===== src/rtl/mux_alu_b.sv =====
// ALU operand-B selector for the execute stage.
// Registers Operator ? B : A with enable and synchronous reset.
module mux_alu_b #(
  parameter int unsigned           WIDTH       = 32,
  parameter logic [WIDTH-1:0]      RESET_VALUE = '0
) (
  input  logic             clk,
  input  logic             rst,
  input  logic             en,
  input  logic [WIDTH-1:0] A,
  input  logic [WIDTH-1:0] B,
  input  logic             Operator,
  output logic [WIDTH-1:0] MUX_Alu_B_Result
);

  logic [WIDTH-1:0] result_d;
  logic [WIDTH-1:0] result_q;

  // Ternary keeps an unknown select visible as X on differing bits.
  always_comb begin
    result_d = result_q;
    if (en) result_d = Operator ? B : A;
  end

  always_ff @(posedge clk) begin
    if (rst) result_q <= RESET_VALUE;
    else     result_q <= result_d;
  end

  assign MUX_Alu_B_Result = result_q;

endmodule


===== config.mk =====
export PLATFORM = sky130hd
export DESIGN_NAME = mux_alu_b
export DESIGN_NICKNAME = d
export VERILOG_FILES = /design/src/rtl/mux_alu_b.sv
export SDC_FILE = /design/constraint.sdc
export NUM_CORES = 1
export LEC_CHECK = 0
export ABC_AREA = 1
export BUFFER_PORTS_ARGS = -buffer_cell sky130_fd_sc_hd__clkbuf_2
export CAP_MARGIN = 30
export CORE_UTILIZATION = 25
export DETAILED_ROUTE_END_ITERATION = 12
export GPL_ROUTABILITY_DRIVEN = 0
export PLACE_DENSITY = 0.6
export SLEW_MARGIN = 20
export SYNTH_ARGS = -nofsm -noshare
export SYNTH_HDL_FRONTEND = slang
export SYNTH_SLANG_ARGS = --single-unit

===== constraint.sdc =====
create_clock -name clk -period 0.85 [get_ports clk]
set_input_delay 0.1275 -clock clk [delete_from_list [all_inputs] [get_ports clk]]
set_output_delay 0.1275 -clock clk [all_outputs]
set_load 0.1 [all_outputs]

==> results of run 1 <==
==> final cells by class <==
class,instances,area [sq um],share of cell area [%]
clock buffers,7,76.3,2.64
clock inverters,1,3.75,0.130
inverters,33,126,4.36
multi-input cells,192,761,26.3
flip-flops and latches,32,761,26.3
well taps,77,96.3,3.33
repair buffers,105,1070,37.0
==> power by group through the flow <==
stage,sequential (W),combinational (W),clock (W)
finish,0.00171,0.00186,0.00107
global route,0.00172,0.00198,0.00121
CTS,0.00171,0.00188,0.00114
detailed placement,0.00174,0.00187,0
global placement,0.00174,0.00186,0
floorplan,0.00248,0.000408,0
==> synth_stat cells, drive strengths merged <==
master	number	area (sq um)
inv	33	126
dfxtp	32	641
buf	17	139
nand2	96	360
nand3	32	160
nor2	64	240
==> what timing repair did <==
action,4_1_cts,5_1_grt
setup buffers,0,0
endpoints found under the setup margin,32,32
hold buffers,0,0
endpoints found under the hold margin,0,0
==> through the flow <==
step	worst slack, ns	total power (W)	hold slack [ns]	util, %	setup TNS [ns]
floorplan	0.0281	0.00288	0.266	-	0
detailed placement	-0.00731	0.00361	0.414	44.1	-0.0105
global route	-0.113	0.00491	0.138	45.3	-3.40
CTS	-0.0971	0.00473	0.121	45.3	-2.91
finish	-0.0811	0.00464	0.130	45.3	-2.39
global placement	0.00348	0.00360	0.410	44.1	0
==> worst max path at each step <==
stage | to | cells after the start | startpoint
5_1_grt | MUX_Alu_B_Result[29] | 1 | MUX_Alu_B_Result[29]
4_1_cts | MUX_Alu_B_Result[29] | 1 | MUX_Alu_B_Result[29]
3_5_place_dp | MUX_Alu_B_Result[22] | 6 | Operator
2_1_floorplan | MUX_Alu_B_Result[31] | 4 | MUX_Alu_B_Result[31]
3_3_place_gp | MUX_Alu_B_Result[22] | 6 | Operator
6_report | MUX_Alu_B_Result[29] | 1 | MUX_Alu_B_Result[29]
==> cell families after synthesis <==
family | share of synthesized area [%]
and+or+nand+nor | 45.6
buffers and inverters | 15.9
DFF | 38.4
==> worst min-delay path, delay by kind of cell <==
| family | cells | cell delay (ns) |
|---|---|---|
| AND/OR/NAND/NOR | 3 | 0.13 |
| buffers and inverters | 2 | 0.11 |
==> routing by layer <==
layer,wire (um),up-vias,GRT usage [%],part of all wire [%]
met5,0,-,0,0
met4,42,0,3.70,1.0
met3,339,5,4.55,8.1
met2,1910,62,22.1,46
met1,1880,777,15.5,45
li1,-,996,-,-
==> run metrics, run 1 <==
status complete, but fails checks; failing checks setup timing; DP Area 2820 sq um; #FFs+latches synth 32; Peak VDD IR 0.746 mV; max cap viols 0; fin cells 447; synth unique cells 9; fin area 2900 sq um; Critical Path RT 0.72 ns; Fin. Hold Viols 0; Clock power frac 23.1%; Die W 83.6 um; clk root buf clkbuf_8; largest net degree at the start of global routing 33; grt ovf 0; Hold Path Stages 5; Longest Clk Path Bufs 2; reg-to-reg startpoint MUX_Alu_B_Result[31]; switch share 38.2%; Tcrit/Tclk final 110%; Mean Syn Cell Area 6.08 sq um; crit path max fanout 2; Initial Utilization 26.1%; Worst-Skew Late Latency 0.27 ns; DR vias/cell 4.12; yosys warns 0; WL per Instance 9.33 um; final setup fails 32; reg2reg path depth 4; Flop pwr share 36.8%; Max Freq 1070 MHz; drt pass-1 iters 4; vias in the first global route 1,670; RSZ-0062 raised after global routing true; register area share after synthesis 38.4%; max reg flops 32; power density cells 1600 nW/um^2; Mapped Nets 342; cell area after synthesis 1670 sq um; Critical path buffers and inverters 1; residual DRC count 0; final slew viol count 0; share of layout cells above drive strength 1 38.6%; Area Overhead vs Synth 73.7%; setup ws final -0.0811 ns; Cells after Synth 274; PostCTS Resize Cnt 0; Lkg Pwr 1.58 nW; final WL 4170 um; Combinational Power Share 40.1%; most frequent cells in the layout nand2_1 (96), clkbuf_2 (67), nor2_1 (64); slew at the pin closest to its max-slew limit 0.321 ns; CP Launch Type flip-flop; Total GRT Usage 13.0%; ANT cells 0; switching pwr 0.00177 W; first-pass GRT wire length 7470 um; Sink Count 32; Crit-path slowest cell dfxtp_4; total CTS buffers 5; Worst-path clk slew 0.06 ns; Hold Path Sink MUX_Alu_B_Result[29]; worst r2r dst MUX_Alu_B_Result[31]; Final Net Count 437; row cnt 29; CP max stage delay 0.36 ns; Placed Cells 439; H-Tree Level Count 2; CP endpoint kind output pin; cell family with most CP delay flip-flops; Die Ht 83.6 um; vias 1,840; Initial DRC Count 64; CP arrival 0.80 ns; Hold WC Path Type primary input to flip-flop; Worst Skew 0 ns; overall die area 7000 sq um; antenna violations before repair 0; Crit Path Class flip-flop to output pin; FILL cells 637; flop-to-flop setup slack 0.17 ns; hold_sp A[29]; TritonCTS clock tree yes; Cell Int Power 0.00287 W; Post-DP HPWL 3210 um; Cell Chain, Critical Path buf_12; CORE AREA 6390 sq um; minimum clock period 0.931 ns; antenna viol nets, final 0; worst slew margin relative to its limit 78.6%; most common cell after layout, fill and taps aside nand2_1; port buffer count 99; I/O pin count 100
No activity file was read; power rests on OpenSTA's default activity.
==> run 2, diff against run 1 <==
- clock period: 0.85 -> 1 ns (I/O delays scaled with it)
==> run 2 against run 1 <==
Compared with the run above: the run now ends clean; cell count down 0.22%; first-iteration DRC count up 13%; sequential power down 13%; register-to-register slack better by 0.14 ns; clock skew unchanged; global-route usage up 0.32 points; setup slack better by 0.11 ns; critical path depth unchanged; die area unchanged; via count down 0.71%; critical path type unchanged; largest cell class unchanged.
==> run metrics, run 2 (same netlist as run 1, synthesis figures left out) <==
status completed (was complete, but fails checks); H-Tree Level Count 2 (unchanged); Hold WC Path Type primary input to flip-flop (unchanged); post-layout util 44.0% (was 45.3%); Combinational Power Share 38.6% (was 40.1%); RSZ-0062 raised after global routing true (unchanged); worst slew margin relative to its limit 78.7% (was 78.6%); total CTS buffers 5 (unchanged); WL per Instance 9.87 um (was 9.33 um); CP endpoint kind output pin (unchanged); clk root buf clkbuf_8 (unchanged); Cell Chain, Critical Path buf_12 (unchanged); Initial Utilization 26.1% (unchanged); Critical Path RT 0.85 ns (was 0.72 ns); vias 1,827 (was 1,840); final setup fails 0 (was 32); Crit-path slowest cell dfxtp_2 (was dfxtp_4); slew at the pin closest to its max-slew limit 0.319 ns (was 0.321 ns); row cnt 29 (unchanged); ANT cells 0 (unchanged); most frequent cells in the layout nand2_1 (96), clkbuf_2 (67), nor2_1 (64) (unchanged); Crit Path Class flip-flop to output pin (unchanged); I/O pin count 100 (unchanged); final slew viol count 0 (unchanged); largest net degree at the start of global routing 38 (was 33); DR vias/cell 4.10 (was 4.12); residual DRC count 0 (unchanged); Fin. Hold Viols 0 (unchanged); max cap viols 0 (unchanged); worst r2r dst MUX_Alu_B_Result[24] (was MUX_Alu_B_Result[31]); Hold Path Sink MUX_Alu_B_Result[9] (was MUX_Alu_B_Result[29]); drt pass-1 iters 4 (unchanged); antenna violations before repair 0 (unchanged); TritonCTS clock tree yes (unchanged); max reg flops 32 (unchanged); CP Launch Type flip-flop (unchanged); grt ovf 0 (unchanged); Initial DRC Count 72 (was 64); minimum clock period 0.974 ns; Peak VDD IR 0.677 mV (was 0.746 mV); CP max stage delay 0.36 ns (about the same); Placed Cells 438 (was 439); Hold Path Stages 5 (unchanged); most common cell after layout, fill and taps aside nand2_1 (unchanged); hold_sp A[9] (was A[29]); Worst-path clk slew 0.07 ns (was 0.06 ns); Total GRT Usage 13.3% (was 13.0%); CP arrival 0.82 ns (was 0.80 ns); # hold bufs at CTS 0 (unchanged); Post-DP HPWL 3280 um (was 3210 um); Final Net Count 436 (was 437); Critical path buffers and inverters 1 (unchanged); Flop pwr share 36.5% (was 36.8%); Worst Skew 0 ns (unchanged); crit path max fanout 2 (unchanged); Max Freq 1030 MHz; vias in the first global route 1,699 (was 1,670); first-pass GRT wire length 7560 um (was 7470 um); Area Overhead vs Synth 68.8% (was 73.7%); cell family with most CP delay flip-flops (unchanged); reg2reg path depth 4 (unchanged); Cell Int Power 0.00253 W (was 0.00287 W); Clock power frac 25.0% (was 23.1%); Crit. Startpoint MUX_Alu_B_Result[24] (was MUX_Alu_B_Result[29]); Lkg Pwr 1.57 nW (was 1.58 nW); port buffer count 99 (unchanged); share of layout cells above drive strength 1 39.3% (was 38.6%); reg-to-reg startpoint MUX_Alu_B_Result[24] (was MUX_Alu_B_Result[31]); setup TNS 0 ns (was -2.39 ns); Die Ht 83.6 um (unchanged); antenna viol nets, final 0 (unchanged); post-CTS setup buffers 0 (unchanged); switching pwr 0.00155 W (was 0.00177 W); Die W 83.6 um (unchanged); switch share 38.0% (was 38.2%); FILL cells 644 (was 637); Sink Count 32 (unchanged); Worst-Skew Late Latency 0.27 ns (about the same); Longest Clk Path Bufs 2 (unchanged); Tcrit/Tclk final 97.4%; fin cells 446 (was 447); final WL 4400 um (was 4170 um); CORE AREA 6390 sq um (unchanged); Total Power 0.00408 W (was 0.00464 W); overall die area 7000 sq um (unchanged); power density cells 1450 nW/um^2 (was 1600 nW/um^2); flop-to-flop setup slack 0.31 ns (was 0.17 ns)
[run 2: changes by cell type in the layout (fill, tap and decap cells not counted), sizes merged]
cell,change
clkbuf,-1
buf,-1
clkinv,+1
[run 2: cell type report]
type | instances | area [sq um] | share of cell area [%]
clock inverter | 2 | 10.0 | 0.356
inverter | 33 | 126 | 4.49
timing repair buffer | 104 | 1050 | 37.4
tap | 77 | 96.3 | 3.43
clock buffer | 6 | 82.6 | 2.94
sequential | 32 | 686 | 24.4
multi-input combinational | 192 | 761 | 27.0
[run 2: timing repair]
action	CTS	global route
resized for setup	0	2
endpoints found under the setup margin	0	12
endpoints found under the hold margin	0	0
[run 2: layer usage]
layer | vias up | global-route usage [%] | share of wire (%)
li1 | 993 | - | -
met3 | 4 | 3.56 | 5.4
met4 | 0 | 4.16 | 1.0
met1 | 776 | 15.7 | 45
met5 | - | 0 | 0
met2 | 54 | 23.4 | 49
[run 2: worst max path at each step]
stage | to | slack (ns) | cells after the start
after floorplan | MUX_Alu_B_Result[31] | 0.03 | 4
after global placement | MUX_Alu_B_Result[20] | 0.07 | 6
after detailed placement | MUX_Alu_B_Result[1] | 0.04 | 6
after CTS | MUX_Alu_B_Result[24] | 0.007 | 1
after global routing | MUX_Alu_B_Result[24] | -0.01 | 1
final | MUX_Alu_B_Result[24] | 0.03 | 1
[run 2: stage by stage]
stage          setup WS [ns]  hold WS, ns  cell area [sq um]
3_5_place_dp          0.0412        0.440               2720
4_1_cts              0.00708        0.138               2810
2_1_floorplan         0.0301        0.291               1710
3_3_place_gp          0.0690        0.436               2720
6_report              0.0263        0.148               2810
5_1_grt              -0.0124        0.149               2810
[run 2: power groups by stage]
| stage | sequential, W | clock [W] | combinational, W |
|---|---|---|---|
| CTS | 0.00149 | 0.00107 | 0.00159 |
| global placement | 0.00152 | 0 | 0.00157 |
| global route | 0.00150 | 0.00113 | 0.00167 |
| floorplan | 0.00214 | 0 | 0.000348 |
| detailed placement | 0.00152 | 0 | 0.00159 |
| finish | 0.00149 | 0.00102 | 0.00157 |
==> run 3, diff against run 2 <==
- clock period: 1 -> 1.1 ns (I/O delays scaled with it)
==> run 3 against run 2 <==
Compared with the run above: global-route usage is 0.42 points lower; critical endpoint is now MUX_Alu_B_Result[28]; via count is 0.49% lower; clock skew stayed put; utilization hardly changed; combinational power is 9% lower; register-to-register slack better by 0.12 ns; largest power group unchanged.
==> run metrics, run 3 (same netlist as run 1, synthesis figures left out) <==
status completed (unchanged); Placed Cells 438 (unchanged); final setup fails 0 (unchanged); met2 wire length 2100 um (was 2150 um); Crit Path Class flip-flop to output pin (unchanged); Max Freq 1010 MHz; Initial DRC Count 59 (was 72); share of layout cells above drive strength 1 39.1% (was 39.3%); flop-to-flop setup slack 0.43 ns (was 0.31 ns); Final Net Count 436 (unchanged); setup TNS 0 ns (unchanged); power density cells 1330 nW/um^2 (was 1450 nW/um^2); antenna violations before repair 0 (unchanged); Routed met3 length 243 um (was 237 um); Longest Clk Path Bufs 2 (unchanged); port buffer count 99 (unchanged); fin cells 445 (was 446); Crit. Startpoint MUX_Alu_B_Result[28] (was MUX_Alu_B_Result[24]); CP endpoint kind output pin (unchanged); # hold bufs at CTS 0 (unchanged); max cap viols 0 (unchanged); Area Overhead vs Synth 68.7% (was 68.8%); H-Tree Level Count 2 (unchanged); CORE AREA 6390 sq um (unchanged); post-CTS setup buffers 0 (unchanged); overall die area 7000 sq um (unchanged); Initial Utilization 26.1% (unchanged); Critical path buffers and inverters 1 (unchanged); max reg flops 32 (unchanged); slew at the pin closest to its max-slew limit 0.332 ns (was 0.319 ns); grt ovf 0 (unchanged); DR vias/cell 4.09 (was 4.10); Highest Signal Layer met4 (unchanged); crit path max fanout 2 (unchanged); Worst-Skew Late Latency 0.27 ns (about the same); WL per Instance 9.96 um (was 9.87 um); Lkg Pwr 1.57 nW (about the same); Worst-path clk slew 0.07 ns (about the same); ANT cells 0 (unchanged); final slew viol count 0 (unchanged); hold_sp A[9] (unchanged); most common cell after layout, fill and taps aside nand2_1 (unchanged); CP Launch Type flip-flop (unchanged); Cell Chain, Critical Path buf_12 (unchanged); Post-DP HPWL 3250 um (was 3280 um); residual DRC count 0 (unchanged); minimum clock period 0.986 ns; antenna viol nets, final 0 (unchanged); Hold Path Sink MUX_Alu_B_Result[9] (unchanged); largest net degree at the start of global routing 38 (unchanged); Worst Skew 0 ns (unchanged); clk root buf clkbuf_8 (unchanged); Die W 83.6 um (unchanged); Sink Count 32 (unchanged); Total Power 0.00375 W (was 0.00408 W); final WL 4430 um (was 4400 um); I/O pin count 100 (unchanged); CP max stage delay 0.36 ns (about the same); total CTS buffers 5 (unchanged); Total GRT Usage 12.9% (was 13.3%); PostCTS Resize Cnt 0 (unchanged); vias 1,818 (was 1,827); met1 WL 2050 um (was 1970 um); worst r2r dst MUX_Alu_B_Result[31] (was MUX_Alu_B_Result[24]); first-pass GRT wire length 7370 um (was 7560 um); Crit-path slowest cell dfxtp_2 (unchanged); worst slew margin relative to its limit 77.9% (was 78.7%); Critical Path RT 0.94 ns (was 0.85 ns); Die Ht 83.6 um (unchanged); TritonCTS clock tree yes (unchanged); vias in the first global route 1,661 (was 1,699); Hold WC Path Type primary input to flip-flop (unchanged); CP arrival 0.82 ns (about the same); reg2reg path depth 4 (unchanged); Hold Path Stages 5 (unchanged); most frequent cells in the layout nand2_1 (96), clkbuf_2 (67), nor2_1 (64) (unchanged); Peak VDD IR 0.522 mV (was 0.677 mV); Fin. Hold Viols 0 (unchanged); drt pass-1 iters 4 (unchanged); RSZ-0062 raised after global routing false (was true); row cnt 29 (unchanged); reg-to-reg startpoint MUX_Alu_B_Result[31] (was MUX_Alu_B_Result[24]); cell family with most CP delay flip-flops (unchanged); Tcrit/Tclk final 89.6%
## run 3: cell types whose count changed in the layout (fill, tap and decap cells not counted)
| cell | change |
|---|---|
| clkinv_2 | -2 |
| clkbuf_8 | +1 |
| dfxtp_2 | +2 |
| dfxtp_4 | -2 |
## run 3: worst max-delay path by stage
stage,end,cells past startpoint
final,MUX_Alu_B_Result[28],1
after CTS,MUX_Alu_B_Result[28],1
after global placement,MUX_Alu_B_Result[20],6
after global routing,MUX_Alu_B_Result[25],1
after detailed placement,MUX_Alu_B_Result[2],6
after floorplan,MUX_Alu_B_Result[31],4
## run 3: per-stage QoR
step | worst slack, ns | utilization, % | cell area (sq um) | hold slack (ns)
floorplan | 0.130 | - | 1710 | 0.306
global placement | 0.154 | 42.5 | 2720 | 0.450
detailed placement | 0.125 | 42.5 | 2720 | 0.455
CTS | 0.0986 | 44.0 | 2810 | 0.161
global route | 0.0817 | 44.0 | 2810 | 0.180
finish | 0.114 | 44.0 | 2810 | 0.167
## run 3: area by class of cell
class | instances | area (sq um)
clock buffers | 7 | 96.3
fillers | 658 | 3570
inverters | 33 | 126
multi-input cells | 192 | 761
flip-flops and latches | 32 | 681
well taps | 77 | 96.3
repair buffers | 104 | 1050
## run 3: power breakdown
part	total [W]	switching (W)	internal, W
clock network	0.000964	0.000407	0.000557
logic	0.00143	0.000894	0.000535
registers	0.00135	0.0000902	0.00126
## run 3: layer usage
metal,global-route usage (%),vias to the layer above
met4,4.16,0
met5,0,-
met1,15.3,762
met2,22.8,56
met3,3.07,4
li1,-,996
